==> src/rtl/imm_decode_stage.sv <==
// Decode stage ahead of the immediate extender: opcode -> ExtOp/LUI/illegal,
// buffered in a 2-entry skid (main + skid register) with a registered in_ready.
module imm_decode_stage #(
    parameter int WIDTH     = 32,
    parameter int IMM_WIDTH = 16
) (
    input  logic                 clk,
    input  logic                 rst,
    input  logic                 flush,
    input  logic                 in_valid,
    output logic                 in_ready,
    input  logic [WIDTH-1:0]     in_instr,
    input  logic [WIDTH-1:0]     in_pc,
    output logic                 out_valid,
    input  logic                 out_ready,
    output logic [WIDTH-1:0]     out_pc,
    output logic [IMM_WIDTH-1:0] out_imm16,
    output logic                 out_ext_op,
    output logic                 out_lui,
    output logic [4:0]           out_rs,
    output logic [4:0]           out_rt,
    output logic [4:0]           out_rd,
    output logic [4:0]           out_shamt,
    output logic [25:0]          out_jtarget,
    output logic                 out_illegal
);

    typedef struct packed {
        logic [WIDTH-1:0]     pc;
        logic [IMM_WIDTH-1:0] imm16;
        logic                 ext_op;
        logic                 lui;
        logic [4:0]           rs;
        logic [4:0]           rt;
        logic [4:0]           rd;
        logic [4:0]           shamt;
        logic [25:0]          jtarget;
        logic                 illegal;
    } entry_t;

    function automatic entry_t decode(input logic [WIDTH-1:0] instr,
                                      input logic [WIDTH-1:0] pc);
        entry_t e;
        e         = '0;
        e.pc      = pc;
        e.imm16   = instr[IMM_WIDTH-1:0];
        e.rs      = instr[25:21];
        e.rt      = instr[20:16];
        e.rd      = instr[15:11];
        e.shamt   = instr[10:6];
        e.jtarget = instr[25:0];
        case (instr[31:26])
            6'h04, 6'h05, 6'h08, 6'h09, 6'h0A, 6'h0B,
            6'h20, 6'h23, 6'h28, 6'h2B: e.ext_op = 1'b1;
            6'h0C, 6'h0D, 6'h0E:        e.ext_op = 1'b0;
            6'h0F:                      e.lui    = 1'b1;
            6'h00, 6'h02, 6'h03:        e.ext_op = 1'b0;
            default:                    e.illegal = 1'b1;
        endcase
        return e;
    endfunction

    entry_t m_q, m_d, s_q, s_d;
    logic   m_valid_q, m_valid_d, s_valid_q, s_valid_d;
    logic   in_ready_q, in_ready_d;
    logic   accept, m_free;
    entry_t dec;

    assign accept = in_valid && in_ready_q;
    assign m_free = !m_valid_q || out_ready;
    assign dec    = decode(in_instr, in_pc);

    always_comb begin
        m_d       = m_q;
        s_d       = s_q;
        m_valid_d = m_valid_q;
        s_valid_d = s_valid_q;
        if (flush) begin
            // Anything accepted alongside a flush is on the wrong path.
            m_valid_d = 1'b0;
            s_valid_d = 1'b0;
        end else if (m_free) begin
            if (s_valid_q) begin
                m_d       = s_q;
                m_valid_d = 1'b1;
                s_valid_d = accept;
                if (accept) s_d = dec;
            end else begin
                m_valid_d = accept;
                if (accept) m_d = dec;
            end
        end else if (accept) begin
            s_d       = dec;
            s_valid_d = 1'b1;
        end
        in_ready_d = !s_valid_d;
    end

    always_ff @(posedge clk) begin
        if (rst) begin
            m_q        <= '0;
            s_q        <= '0;
            m_valid_q  <= 1'b0;
            s_valid_q  <= 1'b0;
            in_ready_q <= 1'b0;
        end else begin
            m_q        <= m_d;
            s_q        <= s_d;
            m_valid_q  <= m_valid_d;
            s_valid_q  <= s_valid_d;
            in_ready_q <= in_ready_d;
        end
    end

    assign in_ready    = in_ready_q;
    assign out_valid   = m_valid_q;
    assign out_pc      = m_q.pc;
    assign out_imm16   = m_q.imm16;
    assign out_ext_op  = m_q.ext_op;
    assign out_lui     = m_q.lui;
    assign out_rs      = m_q.rs;
    assign out_rt      = m_q.rt;
    assign out_rd      = m_q.rd;
    assign out_shamt   = m_q.shamt;
    assign out_jtarget = m_q.jtarget;
    assign out_illegal = m_q.illegal;

endmodule
==> config.mk <==
export PLATFORM = sky130hd
export DESIGN_NAME = imm_decode_stage
export DESIGN_NICKNAME = d
export VERILOG_FILES = /design/src/rtl/imm_decode_stage.sv
export SDC_FILE = /design/constraint.sdc
export NUM_CORES = 1
export LEC_CHECK = 0
export CORE_ASPECT_RATIO = 1.5
export CORE_UTILIZATION = 46
export CTS_CLUSTER_SIZE = 30
export DETAILED_ROUTE_END_ITERATION = 16
export PLACE_DENSITY = 0.89
export SLEW_MARGIN = 20
export SYNTH_ARGS = -nofsm -noshare
export SYNTH_HDL_FRONTEND = slang
export SYNTH_SLANG_ARGS = --single-unit
==> constraint.sdc <==
create_clock -name clk -period 1.7 [get_ports clk]
set_input_delay 0.255 -clock clk [delete_from_list [all_inputs] [get_ports clk]]
set_output_delay 0.255 -clock clk [all_outputs]
set_load 0.005 [all_outputs]
==> results of run 1 <==
==> sequential cells by signal, indices dropped and copies added, names as in the netlist <==
register,cells
out_pc,32
out_rs,5
out_valid,1
out_rt,4
in_ready,1
out_jtarget,2
out_illegal,1
out_imm16,15
out_lui,1
s_q,61
out_ext_op,1
s_valid_q,1
==> power groups by stage <==
stage               Sequential, mW  Clock, mW  Combinational (mW)
detailed placement            3.14          0               0.740
finish                        3.07       3.30               0.752
floorplan                     3.13          0               0.299
global placement              3.13          0               0.714
CTS                           3.07       3.35               0.746
global route                  3.08       3.49               0.814
==> layout by cell type (no fill, tap or decap), types with 2 or more instances in the layout <==
master,netlist,layout
nor2_1,65,65
clkinvlp_4,0,2
buf_4,38,16
clkinv_2,0,5
inv_1,3,3
mux2i_1,59,59
clkbuf_16,0,18
clkinv_4,0,2
nand2_1,121,121
a21oi_1,63,63
clkbuf_1,26,3
a211oi_1,61,61
dfxtp_1,125,123
clkdlybuf4s50_1,0,166
nor3_1,3,3
nand3b_1,4,4
buf_12,0,5
nand2b_1,3,3
nor2b_1,2,2
nor4b_1,2,2
==> kinds of logic (layout without fill, tap and decap cells) <==
group,after synthesis,in the layout,share of synthesized area (%)
flops,125,125,47.42
mux,59,59,11.19
compound gates,133,133,16.31
buf+inv,85,224,9.151
simple gates,205,205,15.93
==> stage by stage <==
stage | TNS (ns) | hold WS, ns
finish | 0 | 0.3235
global placement | -5.055 | 0.4409
global route | 0 | 0.3413
floorplan | 0 | 0.3335
CTS | 0 | 0.3077
detailed placement | -9.730 | 0.4463
==> per-layer routing <==
metal | wire length [um] | GRT usage, % | part of all wire (%) | vias to the layer above
met4 | 577 | 13.23 | 4.1 | 0
li1 | - | - | - | 2297
met2 | 7315 | 40.59 | 52 | 164
met3 | 681 | 7.125 | 4.9 | 44
met1 | 5403 | 25.32 | 39 | 2302
met5 | 0 | 0 | 0 | -
==> final cells by class <==
type                    instances  area [um2]
flip-flops and latches        125        2507
repair buffers                189        1922
well taps                     147       183.9
clock buffers                  21       450.4
multi-input cells             397        2293
inverters                       3       11.26
clock inverters                11       93.84
fillers                       861        3652
==> what timing repair did <==
| item | CTS | global route |
|---|---|---|
| setup endpoints to repair | 0 | 40 |
| resized for setup | 0 | 4 |
| buffers inserted | 0 | 1 |
==> how the worst max path moves through the flow <==
| stage | start | endpoint | slack [ns] | cells after the start |
|---|---|---|---|---|
| 6_report | out_imm16[14] | out_imm16[14] | 0.09 | 1 |
| 3_5_place_dp | out_ready | out_pc[12] | -0.19 | 6 |
| 2_1_floorplan | out_valid | s_q[47] | 0.27 | 4 |
| 5_1_grt | out_imm16[11] | out_rd[0] | 0.04 | 1 |
| 4_1_cts | in_ready | in_ready | 0.02 | 1 |
| 3_3_place_gp | out_ready | out_lui | -0.11 | 6 |
==> impl_metrics.csv, run 1 <==
group,metric,value,unit
route,avgRoutedWirePerCell,15.65,um
grt,grt_pass1_vias,4701,
clock_network,cts_made_buffers,17,
yosys,synthTopCellsByCount,"125 x dfxtp_1, 121 x nand2_1, 65 x nor2_1, 63 x a21oi_1, 61 x a211oi_1",
pwr,p_sw_share,22.83,%
finish,stdcell_area,0.007462,mm2
route,vias,4807,
min_path,holdPathEnd,"s_q[10]",
route,drtIter0Drc,163,
route,dr.pass1.iters,4,
yosys,ys_ff_latch,125,
placement,place_inst,859,
pwr,p_leak,2.433,nW
sta,finalMaxSlewViolations,0,
worst_setup_path,required,1.44,ns
sta,worstMarginPinSlew,0.5380,ns
finish,post-route-util,67.14,%
finish,area_growth,41.39,%
min_path,holdCritPathClass,"primary input to flip-flop",
floorplan,core_area,0.01111,mm2
sta,slew_headroom,64.14,%
finish,antennaDiodeCount,0,
yosys,synth.most_common_cell,"dfxtp_1",
pwr,power_frac_comb,10.5,%
floorplan,die_width,89.46,um
finish,finalNonFillerCells,893,
min_path,worstHoldStart,"rst",
floorplan,design.die.area,0.01191,mm2
clock_network,path_clk_slew,0.06,ns
grt,grt_first_pass_wirelength,21.78,mm
sta,rsz0062_at_grt,"false",
min_path,min_path_cells,2,
worst_setup_path,r2r_end,"out_pc[2]",
grt,grt-ovfl-total,0,
yosys,synth.distinct_cells,30,
sta,min_period,1.614,ns
yosys,synth_cells,607,
grt,grt_max_degree,89,
worst_setup_path,critPathBufInv,1,
route,ant_nets,0,
yosys,syn-num-nets,676,
placement,globalplace.congestion,0.7825,
yosys,yosysSeqAreaShare,47.42,%
grt,grtUsageTotal,23.71,%
grt,antenna_found_initial,0,
clock_network,ctsHoldBuffers,0,
sta,fin_skew,0.008227,ns
pwr,vdd_drop_max,0.0007296,V
worst_setup_path,arrival,1.36,ns
worst_setup_path,cp-end-kind,"primary output",
worst_setup_path,crit_family,"buffers and inverters",
worst_setup_path,worstPathMaxFanout,4,
yosys,syn_area_per_cell,8.695,um2
route,vias_per_cell,5.383,
sta,finalHoldViolCount,0,
floorplan,row_count,47,
pwr,p_switching,1.628,mW
pwr,total_power,7.129,mW
yosys,synth_area,0.005278,mm2
finish,fin_nets,802,
worst_setup_path,r2r-start,"in_ready",
run_status,outcome,"finished clean",
worst_setup_path,start_kind,"flip-flop",
placement,dp_hpwl,9.390,mm
clock_network,clkLatencyLatePin,0.40,ns
yosys,dominantRegCellSynth,"dfxtp_1",
sta,setup_viol,0,
clock_network,cts_tree,"yes",
pwr,internal_power,5.502,mW
worst_setup_path,slowest_delay,0.55,ns
clock_network,clk_path_buf_depth,2,
placement,portBuffers,167,
floorplan,start_util,47.48,%
floorplan,num_io_pins,168,
finish,drive_above_1_share,7.909,%
clock_network,clock-sinks,125,
sta,fin_crit_sh,94.91,%
route,drt_wl_total,13.98,mm
pwr,powerDensity,955.4,mW/mm2
worst_setup_path,crit_type,"flip-flop to primary output",
yosys,synth-edff-count,0,
worst_setup_path,slowest_stage,"clkdlybuf4s50_1",
sta,max_freq,0.6198,GHz
worst_setup_path,reg2reg_slack,0.16,ns
yosys,synthTopCellsByArea,"dfxtp_1 47%, mux2i_1 11%, a211oi_1 8.7%, nand2_1 8.6%, a21oi_1 6.0%",
pwr,clkPwrFrac,46.3,%
yosys,synth_top_area_cell,"dfxtp_1",
floorplan,die_y,133.2,um
placement,placed_area,0.006889,mm2
clock_network,cts_root_buf,"clkbuf_16",
yosys,async_reset_ff_share,0,%
pwr,pwr-share-seq,43.1,%
yosys,synth_top_area_share,47.42,%
sta,fin_ws,0.08645,ns
yosys,yosysWarnings,0,
clock_network,htreeDepth,4,
route,route.detailed.drc,0,
worst_setup_path,r2r_cells,6,
worst_setup_path,crit_chain,"clkdlybuf4s50_1",
run,cap_violations,0,
placement,post-place-ws,-0.1881,ns
No activity file was read; power rests on OpenSTA's default activity.
==> run 2, diff against run 1 <==
--- a/config.mk
+++ b/config.mk
@@ -7,9 +7,10 @@
 export LEC_CHECK = 0
 export CORE_ASPECT_RATIO = 1.5
 export CORE_UTILIZATION = 46
-export CTS_CLUSTER_SIZE = 30
+export CTS_CLUSTER_SIZE = 28
 export DETAILED_ROUTE_END_ITERATION = 16
 export PLACE_DENSITY = 0.89
+export SKIP_LAST_GASP = 1
 export SLEW_MARGIN = 20
 export SYNTH_ARGS = -nofsm -noshare
 export SYNTH_HDL_FRONTEND = slang
==> results of run 2 <==
No change in the layout: final DEF, timing and power equal those of run 1.
==> run 3, diff against run 2 <==
--- a/config.mk
+++ b/config.mk
@@ -5,11 +5,14 @@
 export SDC_FILE = /design/constraint.sdc
 export NUM_CORES = 1
 export LEC_CHECK = 0
+export CELL_PAD_IN_SITES_DETAIL_PLACEMENT = 0
+export CELL_PAD_IN_SITES_GLOBAL_PLACEMENT = 1
 export CORE_ASPECT_RATIO = 1.5
-export CORE_UTILIZATION = 46
+export CORE_UTILIZATION = 34
 export CTS_CLUSTER_SIZE = 28
 export DETAILED_ROUTE_END_ITERATION = 16
 export PLACE_DENSITY = 0.89
+export SKIP_CTS_REPAIR_TIMING = 1
 export SKIP_LAST_GASP = 1
 export SLEW_MARGIN = 20
 export SYNTH_ARGS = -nofsm -noshare
==> impl_metrics.csv, run 3 (synthesis results as in run 1) <==
group,metric,value,unit
run_status,outcome,"finished clean",
placement,place_inst,920,
route,vias_per_cell,4.906,
route,drt_wl_total,13.82,mm
finish,finalNonFillerCells,953,
floorplan,row_count,55,
clock_network,clock-sinks,125,
grt,grt_first_pass_wirelength,22.82,mm
sta,fin_crit_sh,94.94,%
floorplan,core_area,0.01514,mm2
route,drtIter0Drc,205,
grt,grt_max_degree,44,
floorplan,design.die.area,0.01603,mm2
sta,finalMaxSlewViolations,0,
route,dr.pass1.iters,6,
clock_network,htreeDepth,4,
sta,max_freq,0.6196,GHz
clock_network,cts_tree,"yes",
sta,fin_skew,0.01036,ns
clock_network,clk_path_buf_depth,2,
sta,min_period,1.614,ns
worst_setup_path,crit_family,"buffers and inverters",
grt,grt-ovfl-total,0,
floorplan,die_width,103.7,um
clock_network,path_clk_slew,0.06,ns
sta,worstMarginPinSlew,0.4560,ns
pwr,total_power,7.925,mW
placement,portBuffers,167,
worst_setup_path,arrival,1.36,ns
finish,final_common_cell,"clkdlybuf4s50_1",
pwr,powerDensity,1022,mW/mm2
grt,grt_pass1_vias,4694,
floorplan,start_util,34.86,%
worst_setup_path,cp-end-kind,"primary output",
route,route.detailed.drc,0,
finish,num-fill-cells,1419,
worst_setup_path,crit_type,"flip-flop to primary output",
worst_setup_path,required,1.44,ns
run,cap_violations,0,
finish,post-route-util,51.21,%
min_path,min_path_cells,2,
sta,finalHoldViolCount,0,
worst_setup_path,reg2reg_slack,0.21,ns
finish,largest_register_ffs,61,
sta,fin_ws,0.08603,ns
grt,use_met3,5.225,%
worst_setup_path,r2r_cells,6,
finish,mostFrequentLayoutCells,"166 x clkdlybuf4s50_1, 123 x dfxtp_1, 121 x nand2_1, 65 x nor2_1, 63 x a21oi_1",
grt,antenna_found_initial,3,
sta,rsz0062_at_grt,"false",
finish,area_growth,46.92,%
worst_setup_path,critPathBufInv,1,
worst_setup_path,slowest_stage,"clkdlybuf4s50_1",
placement,globalplace.congestion,0.7468,
finish,top_register,"s_q",
floorplan,die_y,154.6,um
grt,use_met1,18.74,%
worst_setup_path,start_kind,"flip-flop",
worst_setup_path,worstPathMaxFanout,4,
sta,setup_viol,0,
grt,grtUsageTotal,17.80,%
min_path,holdCritPathClass,"primary input to flip-flop",
sta,slew_headroom,69.60,%
finish,drive_above_1_share,8.898,%
sta,whs,0.2975,ns
finish,fin_nets,809,
worst_setup_path,slowest_delay,0.54,ns
grt,met2_usage,31.99,%
pwr,p_leak,2.535,nW
grt,top_usage_layer,"met2",
route,ant_nets,0,
placement,post-place-ws,-0.1857,ns
pwr,vdd_drop_max,0.0006153,V
floorplan,num_io_pins,168,
worst_setup_path,path_depth,1,
placement,dp_hpwl,9.555,mm
route,avgRoutedWirePerCell,14.50,um
worst_setup_path,crit_chain,"clkdlybuf4s50_1",
clock_network,cts_root_buf,"clkbuf_16",
route,vias,4675,
clock_network,clkLatencyLatePin,0.40,ns
clock_network,cts_made_buffers,17,
[run 3: layout make-up]
class	count	area, um2	area share [%]
Tap cell	199	249.0	3.211
Inverter	3	11.26	0.1452
Sequential cell	125	2507	32.34
Clock inverter	9	178.9	2.308
Multi-Input combinational cell	397	2293	29.58
Clock buffer	23	499.2	6.439
Timing Repair Buffer	196	2012	25.95
Antenna cell	1	2.502	0.03227
[run 3: layer usage]
layer	routed length (um)	part of all wire (%)
met1	5568	40
met2	7129	52
met3	646	4.7
met4	449	3.2
met5	22	0.16
[run 3: path summary, 6_finish.rpt]
path                  from            end
max          out_imm16[14]  out_imm16[14]
min                    rst         s_q[9]
max reg2reg       in_ready     out_pc[22]
min reg2reg        s_q[91]        s_q[91]
[run 3: where the power goes]
part,internal [mW],switching [mW]
Sequential,3.01,0.0601
Clock,2.81,1.29
Combinational,0.464,0.294
Total,6.29,1.64
[run 3: through the flow]
step	cell area [um2]	setup TNS [ns]
after global routing	7751	0
after floorplan	5278	0
after CTS	7750	0
final	7754	0
after global placement	7072	-3.944
after detailed placement	7072	-8.514
